--- config.mk ---
export PLATFORM = sky130hd
export DESIGN_NAME = i2c_bus_monitor
export DESIGN_NICKNAME = d
export VERILOG_FILES = /design/src/rtl/i2c_pkg.sv /design/src/rtl/i2c_line_filter.sv /design/src/rtl/i2c_bus_monitor.sv
export SDC_FILE = /design/constraint.sdc
export NUM_CORES = 1
export LEC_CHECK = 0
export BUFFER_PORTS_ARGS = -buffer_cell sky130_fd_sc_hd__buf_2
export CAP_MARGIN = 10
export CELL_PAD_IN_SITES_DETAIL_PLACEMENT = 1
export CELL_PAD_IN_SITES_GLOBAL_PLACEMENT = 1
export CORE_ASPECT_RATIO = 1.5
export CORE_MARGIN = 2
export CORE_UTILIZATION = 47
export CTS_BUF_LIST = sky130_fd_sc_hd__clkbuf_2 sky130_fd_sc_hd__clkbuf_4 sky130_fd_sc_hd__clkbuf_8
export DETAILED_ROUTE_END_ITERATION = 8
export PLACE_DENSITY = 0.83
export SLEW_MARGIN = 0
export SYNTH_ARGS = -nofsm -noshare
export SYNTH_HDL_FRONTEND = slang
export SYNTH_HIERARCHICAL = 1
export SYNTH_SLANG_ARGS = --single-unit
--- constraint.sdc ---
create_clock -name FAST_CLOCK -period 2.4 [get_ports FAST_CLOCK]
set_input_delay 0.24 -clock FAST_CLOCK [delete_from_list [all_inputs] [get_ports FAST_CLOCK]]
set_output_delay 0.24 -clock FAST_CLOCK [all_outputs]
set_load 0.02 [all_outputs]
--- src/rtl/i2c_pkg.sv ---
// Shared types and constants for the I2C line front-end.
package i2c_pkg;

  typedef enum logic [1:0] {
    ST_IDLE     = 2'd0,
    ST_BITS     = 2'd1,
    ST_ACK_SLOT = 2'd2
  } i2c_state_e;

  localparam int unsigned I2C_BITS_PER_BYTE = 8;
  localparam logic        I2C_LINE_IDLE     = 1'b1;

endpackage

--- src/rtl/i2c_line_filter.sv ---
// Two-flop synchroniser followed by a persistence filter stepped by a sample tick.
module i2c_line_filter
  import i2c_pkg::*;
#(
  parameter int unsigned FILTER_WIDTH = 3
) (
  input  logic FAST_CLOCK,
  input  logic RESET_N,
  input  logic SAMPLE_TICK,
  input  logic LINE_RAW,
  output logic LINE_FILT
);

  logic [1:0]              sync_r;
  logic [FILTER_WIDTH-1:0] shift_r;
  logic [FILTER_WIDTH-1:0] window_s;
  logic                    filt_r;

  // Sample window including the bit about to be shifted in.
  always_comb begin
    window_s = {shift_r[FILTER_WIDTH-2:0], sync_r[1]};
  end

  // Synchronise, shift on tick, and move the output only on a unanimous window.
  always_ff @(posedge FAST_CLOCK) begin
    if (!RESET_N) begin
      sync_r  <= {2{I2C_LINE_IDLE}};
      shift_r <= {FILTER_WIDTH{I2C_LINE_IDLE}};
      filt_r  <= I2C_LINE_IDLE;
    end else begin
      sync_r <= {sync_r[0], LINE_RAW};
      if (SAMPLE_TICK) begin
        shift_r <= window_s;
        if (window_s == {FILTER_WIDTH{1'b0}}) begin
          filt_r <= 1'b0;
        end else if (window_s == {FILTER_WIDTH{1'b1}}) begin
          filt_r <= 1'b1;
        end else begin
          filt_r <= filt_r;
        end
      end else begin
        shift_r <= shift_r;
        filt_r  <= filt_r;
      end
    end
  end

  assign LINE_FILT = filt_r;

endmodule

--- src/rtl/i2c_bus_monitor.sv ---
// Filters SCL/SDA, detects START/STOP, tracks bus-busy and deserialises bytes and ACKs.
module i2c_bus_monitor
  import i2c_pkg::*;
#(
  parameter int unsigned CLK_DIV      = 4,
  parameter int unsigned FILTER_WIDTH = 3,
  parameter int unsigned IDLE_TIMEOUT = 1024
) (
  input  logic       FAST_CLOCK,
  input  logic       RESET_N,
  input  logic       SCL_IN,
  input  logic       SDA_IN,
  output logic       SCL_FILT,
  output logic       SDA_FILT,
  output logic       START_DET,
  output logic       REP_START,
  output logic       STOP_DET,
  output logic       BUS_BUSY,
  output logic [7:0] RX_BYTE,
  output logic       BYTE_VALID,
  output logic       ACK_BIT,
  output logic       ACK_VALID,
  output logic       TIMEOUT
);

  localparam int unsigned     PRE_W    = (CLK_DIV > 2) ? $clog2(CLK_DIV) : 1;
  localparam int unsigned     TMO_W    = (IDLE_TIMEOUT > 2) ? $clog2(IDLE_TIMEOUT) : 1;
  localparam logic [PRE_W-1:0] PRE_LAST = PRE_W'(CLK_DIV - 1);
  localparam logic [TMO_W-1:0] TMO_LAST = TMO_W'(IDLE_TIMEOUT - 1);
  localparam logic [3:0]       BIT_LAST = 4'(I2C_BITS_PER_BYTE - 1);

  logic [PRE_W-1:0] pre_cnt_r;
  logic [TMO_W-1:0] tmo_cnt_r;
  logic             tick_s, scl_filt_s, sda_filt_s, scl_q_r, sda_q_r;
  logic             scl_rise_s, start_s, stop_s, lines_idle_s, tmo_hit_s;
  i2c_state_e       state_r;
  logic [3:0]       bit_cnt_r;
  logic [6:0]       shreg_r;
  logic [7:0]       rx_byte_r;
  logic             start_det_r, rep_start_r, stop_det_r, busy_r;
  logic             byte_valid_r, ack_bit_r, ack_valid_r, timeout_r;

  i2c_line_filter #(.FILTER_WIDTH(FILTER_WIDTH)) u_scl_filter (
    .FAST_CLOCK(FAST_CLOCK), .RESET_N(RESET_N), .SAMPLE_TICK(tick_s),
    .LINE_RAW(SCL_IN), .LINE_FILT(scl_filt_s)
  );

  i2c_line_filter #(.FILTER_WIDTH(FILTER_WIDTH)) u_sda_filter (
    .FAST_CLOCK(FAST_CLOCK), .RESET_N(RESET_N), .SAMPLE_TICK(tick_s),
    .LINE_RAW(SDA_IN), .LINE_FILT(sda_filt_s)
  );

  // Conditions need SCL high on both sides, so simultaneous SCL/SDA moves never qualify.
  always_comb begin
    tick_s       = (pre_cnt_r == PRE_LAST);
    scl_rise_s   = !scl_q_r && scl_filt_s;
    start_s      = scl_q_r && scl_filt_s && sda_q_r && !sda_filt_s;
    stop_s       = scl_q_r && scl_filt_s && !sda_q_r && sda_filt_s;
    lines_idle_s = busy_r && scl_filt_s && sda_filt_s;
    tmo_hit_s    = lines_idle_s && tick_s && (tmo_cnt_r == TMO_LAST);
  end

  // Sample-tick prescaler and previous-cycle copies of the filtered lines.
  always_ff @(posedge FAST_CLOCK) begin
    if (!RESET_N) begin
      pre_cnt_r <= {PRE_W{1'b0}};
      scl_q_r   <= I2C_LINE_IDLE;
      sda_q_r   <= I2C_LINE_IDLE;
    end else begin
      pre_cnt_r <= tick_s ? {PRE_W{1'b0}} : pre_cnt_r + {{(PRE_W-1){1'b0}}, 1'b1};
      scl_q_r   <= scl_filt_s;
      sda_q_r   <= sda_filt_s;
    end
  end

  // Idle-bus timeout counter: counts ticks of both lines high while busy.
  always_ff @(posedge FAST_CLOCK) begin
    if (!RESET_N) begin
      tmo_cnt_r <= {TMO_W{1'b0}};
    end else if (!lines_idle_s || tmo_hit_s) begin
      tmo_cnt_r <= {TMO_W{1'b0}};
    end else if (tick_s) begin
      tmo_cnt_r <= tmo_cnt_r + {{(TMO_W-1){1'b0}}, 1'b1};
    end else begin
      tmo_cnt_r <= tmo_cnt_r;
    end
  end

  // Bus FSM; STOP outranks the timeout when both land in one cycle.
  always_ff @(posedge FAST_CLOCK) begin
    if (!RESET_N) begin
      state_r      <= ST_IDLE;
      bit_cnt_r    <= 4'd0;
      shreg_r      <= 7'd0;
      rx_byte_r    <= 8'd0;
      start_det_r  <= 1'b0;
      rep_start_r  <= 1'b0;
      stop_det_r   <= 1'b0;
      busy_r       <= 1'b0;
      byte_valid_r <= 1'b0;
      ack_bit_r    <= 1'b0;
      ack_valid_r  <= 1'b0;
      timeout_r    <= 1'b0;
    end else begin
      start_det_r  <= 1'b0;
      stop_det_r   <= 1'b0;
      byte_valid_r <= 1'b0;
      ack_valid_r  <= 1'b0;
      timeout_r    <= 1'b0;
      if (start_s) begin
        start_det_r <= 1'b1;
        rep_start_r <= busy_r;
        busy_r      <= 1'b1;
        bit_cnt_r   <= 4'd0;
        state_r     <= ST_BITS;
      end else if (stop_s) begin
        stop_det_r <= 1'b1;
        busy_r     <= 1'b0;
        bit_cnt_r  <= 4'd0;
        state_r    <= ST_IDLE;
      end else if (tmo_hit_s) begin
        timeout_r <= 1'b1;
        busy_r    <= 1'b0;
        bit_cnt_r <= 4'd0;
        state_r   <= ST_IDLE;
      end else if (scl_rise_s) begin
        case (state_r)
          ST_BITS: begin
            shreg_r <= {shreg_r[5:0], sda_filt_s};
            if (bit_cnt_r == BIT_LAST) begin
              rx_byte_r    <= {shreg_r, sda_filt_s};
              byte_valid_r <= 1'b1;
              bit_cnt_r    <= 4'd0;
              state_r      <= ST_ACK_SLOT;
            end else begin
              bit_cnt_r <= bit_cnt_r + 4'd1;
            end
          end
          ST_ACK_SLOT: begin
            ack_bit_r   <= ~sda_filt_s;
            ack_valid_r <= 1'b1;
            state_r     <= ST_BITS;
          end
          ST_IDLE: state_r <= ST_IDLE;
          default: state_r <= ST_IDLE;
        endcase
      end else begin
        state_r <= state_r;
      end
    end
  end

  assign SCL_FILT   = scl_filt_s;
  assign SDA_FILT   = sda_filt_s;
  assign START_DET  = start_det_r;
  assign REP_START  = rep_start_r;
  assign STOP_DET   = stop_det_r;
  assign BUS_BUSY   = busy_r;
  assign RX_BYTE    = rx_byte_r;
  assign BYTE_VALID = byte_valid_r;
  assign ACK_BIT    = ack_bit_r;
  assign ACK_VALID  = ack_valid_r;
  assign TIMEOUT    = timeout_r;

endmodule

==> impl_metrics.ini <==
[cts]
cts_sinks = 53
clock_latency_ns = 0.30
cts-resized-gates = 0
clock-root-buffer = clkbuf_8
cts_max_path_buffers = 2
clock_slew_at_the_register_clock_pins_of_the_worst_setup_and_hold_paths_ns = 0.09
post_cts_buffers = 0
tritoncts.num_buffers = 5
cts_hold_repair.buffers = 0
clock_tree_from_tritoncts = done
htreeDepth = 2

[sta]
min_period_ns = 1.84
maxSlewHeadroom_pct = 52.7
tightest_slew_ns = 0.706
fin_crit_sh_pct = 76.8
max_freq_mhz = 543
slew_violations = 0
finalSetupViolations = 0
fin_worst_skew_ns = 0.0119
final-hold-violation-count = 0
rsz0062_at_grt = false
fin_tns_setup_ns = 0

[power]
p_int_mw = 1.23
clockPowerShare_pct = 39.5
power_leakage_nw = 0.904
power_frac_comb_pct = 2.4
irDropWorstVdd_v = 0.000560
seq_power_share_pct = 58.1
total_switching_power_mw = 0.307
sw_frac_of_total_pct = 20.0
power_density_mw_per_mm2 = 654

[critical_path]
max_incr_delay_on_cp_ns = 0.55
crit_type = reg2reg
critical_path.endpoint_type = flip-flop
critical_path_peak_fanout = 10
critPathArrivalTime_ns = 2.00
worst_ep_required_ns = 2.55
cpMaxStageDelayCell = dfxtp_1
cp_cell_sequence = nand3_1, nor4_1, nor2_1, mux2i_1
timing.critical_path.from_type = flip-flop

[synth]
syn-num-nets = 218
yosys_register_bits = 53
synth_top_flop_cell = dfxtp_1
synthesis.instances = 211
syn_area_per_cell_um2 = 9.88
synth_top_cells_by_area = dfxtp_1, mux2i_1, nand2_1
netlist.area_leader.share_pct = 50.9
mappedNetlistArea_mm2 = 0.00208
yosys_warnings = 6
number_of_enable_flip_flop_cells_after_synthesis = 0
seq_area_frac_synth_pct = 50.9
synthDominantAreaCellType = dfxtp_1
yosysUniqueCellTypes = 42
synthArstFlopShare_pct = 0

[route]
drt-vias-per-instance = 5.47
avgRoutedWirePerCell_um = 14.7
drc = 0
top_layer = met4
number_of_iterations_in_the_first_detailed_routing_pass = 4
routed-via-count = 1538
totalWireLength_mm = 4.13
met1_length_mm = 1.77
routed_wl_met3_um = 89
drt_iter0_drc = 29
ant_nets = 0
met2RoutedLength_mm = 2.20

[global_routing]
grt_pass1_vias = 1603
wire_length_of_the_first_global_routing_pass_mm = 7.25
maximum_number_of_pins_on_one_net_before_global_route_repair = 26
grt_usage_pct = 18.9
globalRouteOverflowTotal = 0
antenna_violations_before_repair = 0

[flow_run]
timing.max_cap.violations = 0

[placement]
place_inst = 273
port_buffers = 21
gp_congestion = 0.759
hpwl_mm = 3.04

[floorplan]
fp-row-count = 29
fp.dieW_um = 58.4
die-height_um = 85.6
floorplan.initialDensity_pct = 49.1
die-area_mm2 = 0.00499
i_o_pin_count = 22
fp.coreArea_mm2 = 0.00425

[final_layout]
finalNonFillerCells = 281
synthToLayoutAreaGrowth_pct = 12.4
diodes = 0
drive_above_1_share_pct = 17.0
final_layout_net_count = 241

[status]
outcome = completed

[worst_hold_path]
holdCritPathClass = in2reg
## metrics by stage
stage / hold WS, ns / power (mW) / worst slack (ns) / utilization [%] / area, um2
floorplan: 0.302 / 0.936 / 0.337 / - / 2080
detailed placement: 0.400 / 0.949 / 0.580 / 52.5 / 2230
finish: 0.111 / 1.53 / 0.557 / 55.2 / 2340
global placement: 0.388 / 0.948 / 0.645 / 52.5 / 2230
CTS: 0.102 / 1.55 / 0.548 / 55.2 / 2340
global route: 0.110 / 1.60 / 0.410 / 55.2 / 2340
## kinds of logic (layout without fill, tap and decap cells)
logic type / after synthesis / in the layout / synth area share [%]
muxes: 21 / 21 / 10.1
DFF: 53 / 53 / 50.9
adders and majority gates: 3 / 3 / 1.80
xor gates and xnor gates: 11 / 11 / 4.62
AOI/OAI and AO/OA: 19 / 19 / 5.64
and+or+nand+nor: 93 / 93 / 24.6
buffers and inverters: 11 / 35 / 2.40
## final cells by class
class	instances	area, um2
Fill cell	485	1900
Clock buffer	6	76.3
Sequential cell	53	1060
Multi-Input combinational cell	147	973
Clock inverter	2	38.8
Tap cell	46	57.6
Inverter	4	15.0
Timing Repair Buffer	23	120
## path summary, 6_finish.rpt
path / from / end / slack, ns / cells past startpoint
setup / recovery: u_sda_filter/LINE_FILT$_SDFFE_PN1P_ / shreg_r[2]$_SDFFE_PN0P_ / 0.56 / 4
hold / removal: SCL_IN / u_scl_filter/sync_r[0]$_SDFF_PN1_ / 0.11 / 2
setup reg to reg: u_sda_filter/LINE_FILT$_SDFFE_PN1P_ / shreg_r[2]$_SDFFE_PN0P_ / 0.56 / 4
hold reg to reg: u_scl_filter/sync_r[0]$_SDFF_PN1_ / u_scl_filter/sync_r[1]$_SDFF_PN1_ / 0.43 / 1
## critical path, delay by kind of cell (launching register included)
| kind | cells | cell delay (ns) |
|---|---|---|
| simple gates | 3 | 0.96 |
| mux | 1 | 0.19 |
| flops | 1 | 0.55 |
## cells in the final DEF, fill, tap and decap left out, drive strengths merged, types with 2 or more instances in the layout
cell type / Yosys / routed
ha: 3 / 3
nor2: 18 / 18
o21ai: 5 / 5
nand2b: 5 / 5
clkbuf: 5 / 6
nand3: 5 / 5
nor3: 5 / 5
nor2b: 3 / 3
or2: 2 / 2
dfxtp: 53 / 53
buf: 2 / 23
inv: 4 / 4
xnor2: 4 / 4
xor2: 7 / 7
nand2: 30 / 30
nand4: 6 / 6
and3: 4 / 4
and3b: 2 / 2
mux2i: 21 / 21
a41oi: 2 / 2
nor4b: 2 / 2
nand4bb: 2 / 2
a21oi: 6 / 6
## state kept, by name, indices dropped and copies added, names as in the netlist, 4 cells and up
name,cells
bit_cnt_r,4
shreg_r,7
RX_BYTE,8
tmo_cnt_r,10
## Yosys cell counts (all sizes together) (2+ instances only)
cell type / number
a21oi: 6
a41oi: 2
and3: 4
and3b: 2
buf: 2
clkbuf: 5
dfxtp: 53
ha: 3
inv: 4
mux2i: 21
nand2: 30
nand2b: 5
nand3: 5
nand4: 6
nand4bb: 2
nor2: 18
nor2b: 3
nor3: 5
nor4b: 2
o21ai: 5
or2: 2
xnor2: 4
xor2: 7
## power groups by stage
| stage | registers, mW | logic, mW | clock network, mW |
|---|---|---|---|
| 2_1_floorplan | 0.910 | 0.0260 | 0 |
| 3_3_place_gp | 0.911 | 0.0369 | 0 |
| 3_5_place_dp | 0.911 | 0.0380 | 0 |
| 4_1_cts | 0.891 | 0.0379 | 0.625 |
| 5_1_grt | 0.892 | 0.0425 | 0.668 |
| 6_report | 0.891 | 0.0373 | 0.605 |
## metal layers
layer | track usage [%] | up-vias
li1 | - | 780
met1 | 22.1 | 738
met2 | 32.7 | 15
met3 | 3.62 | 5
met4 | 8.46 | 0
met5 | 0 | -
No activity file was read; power rests on OpenSTA's default activity.
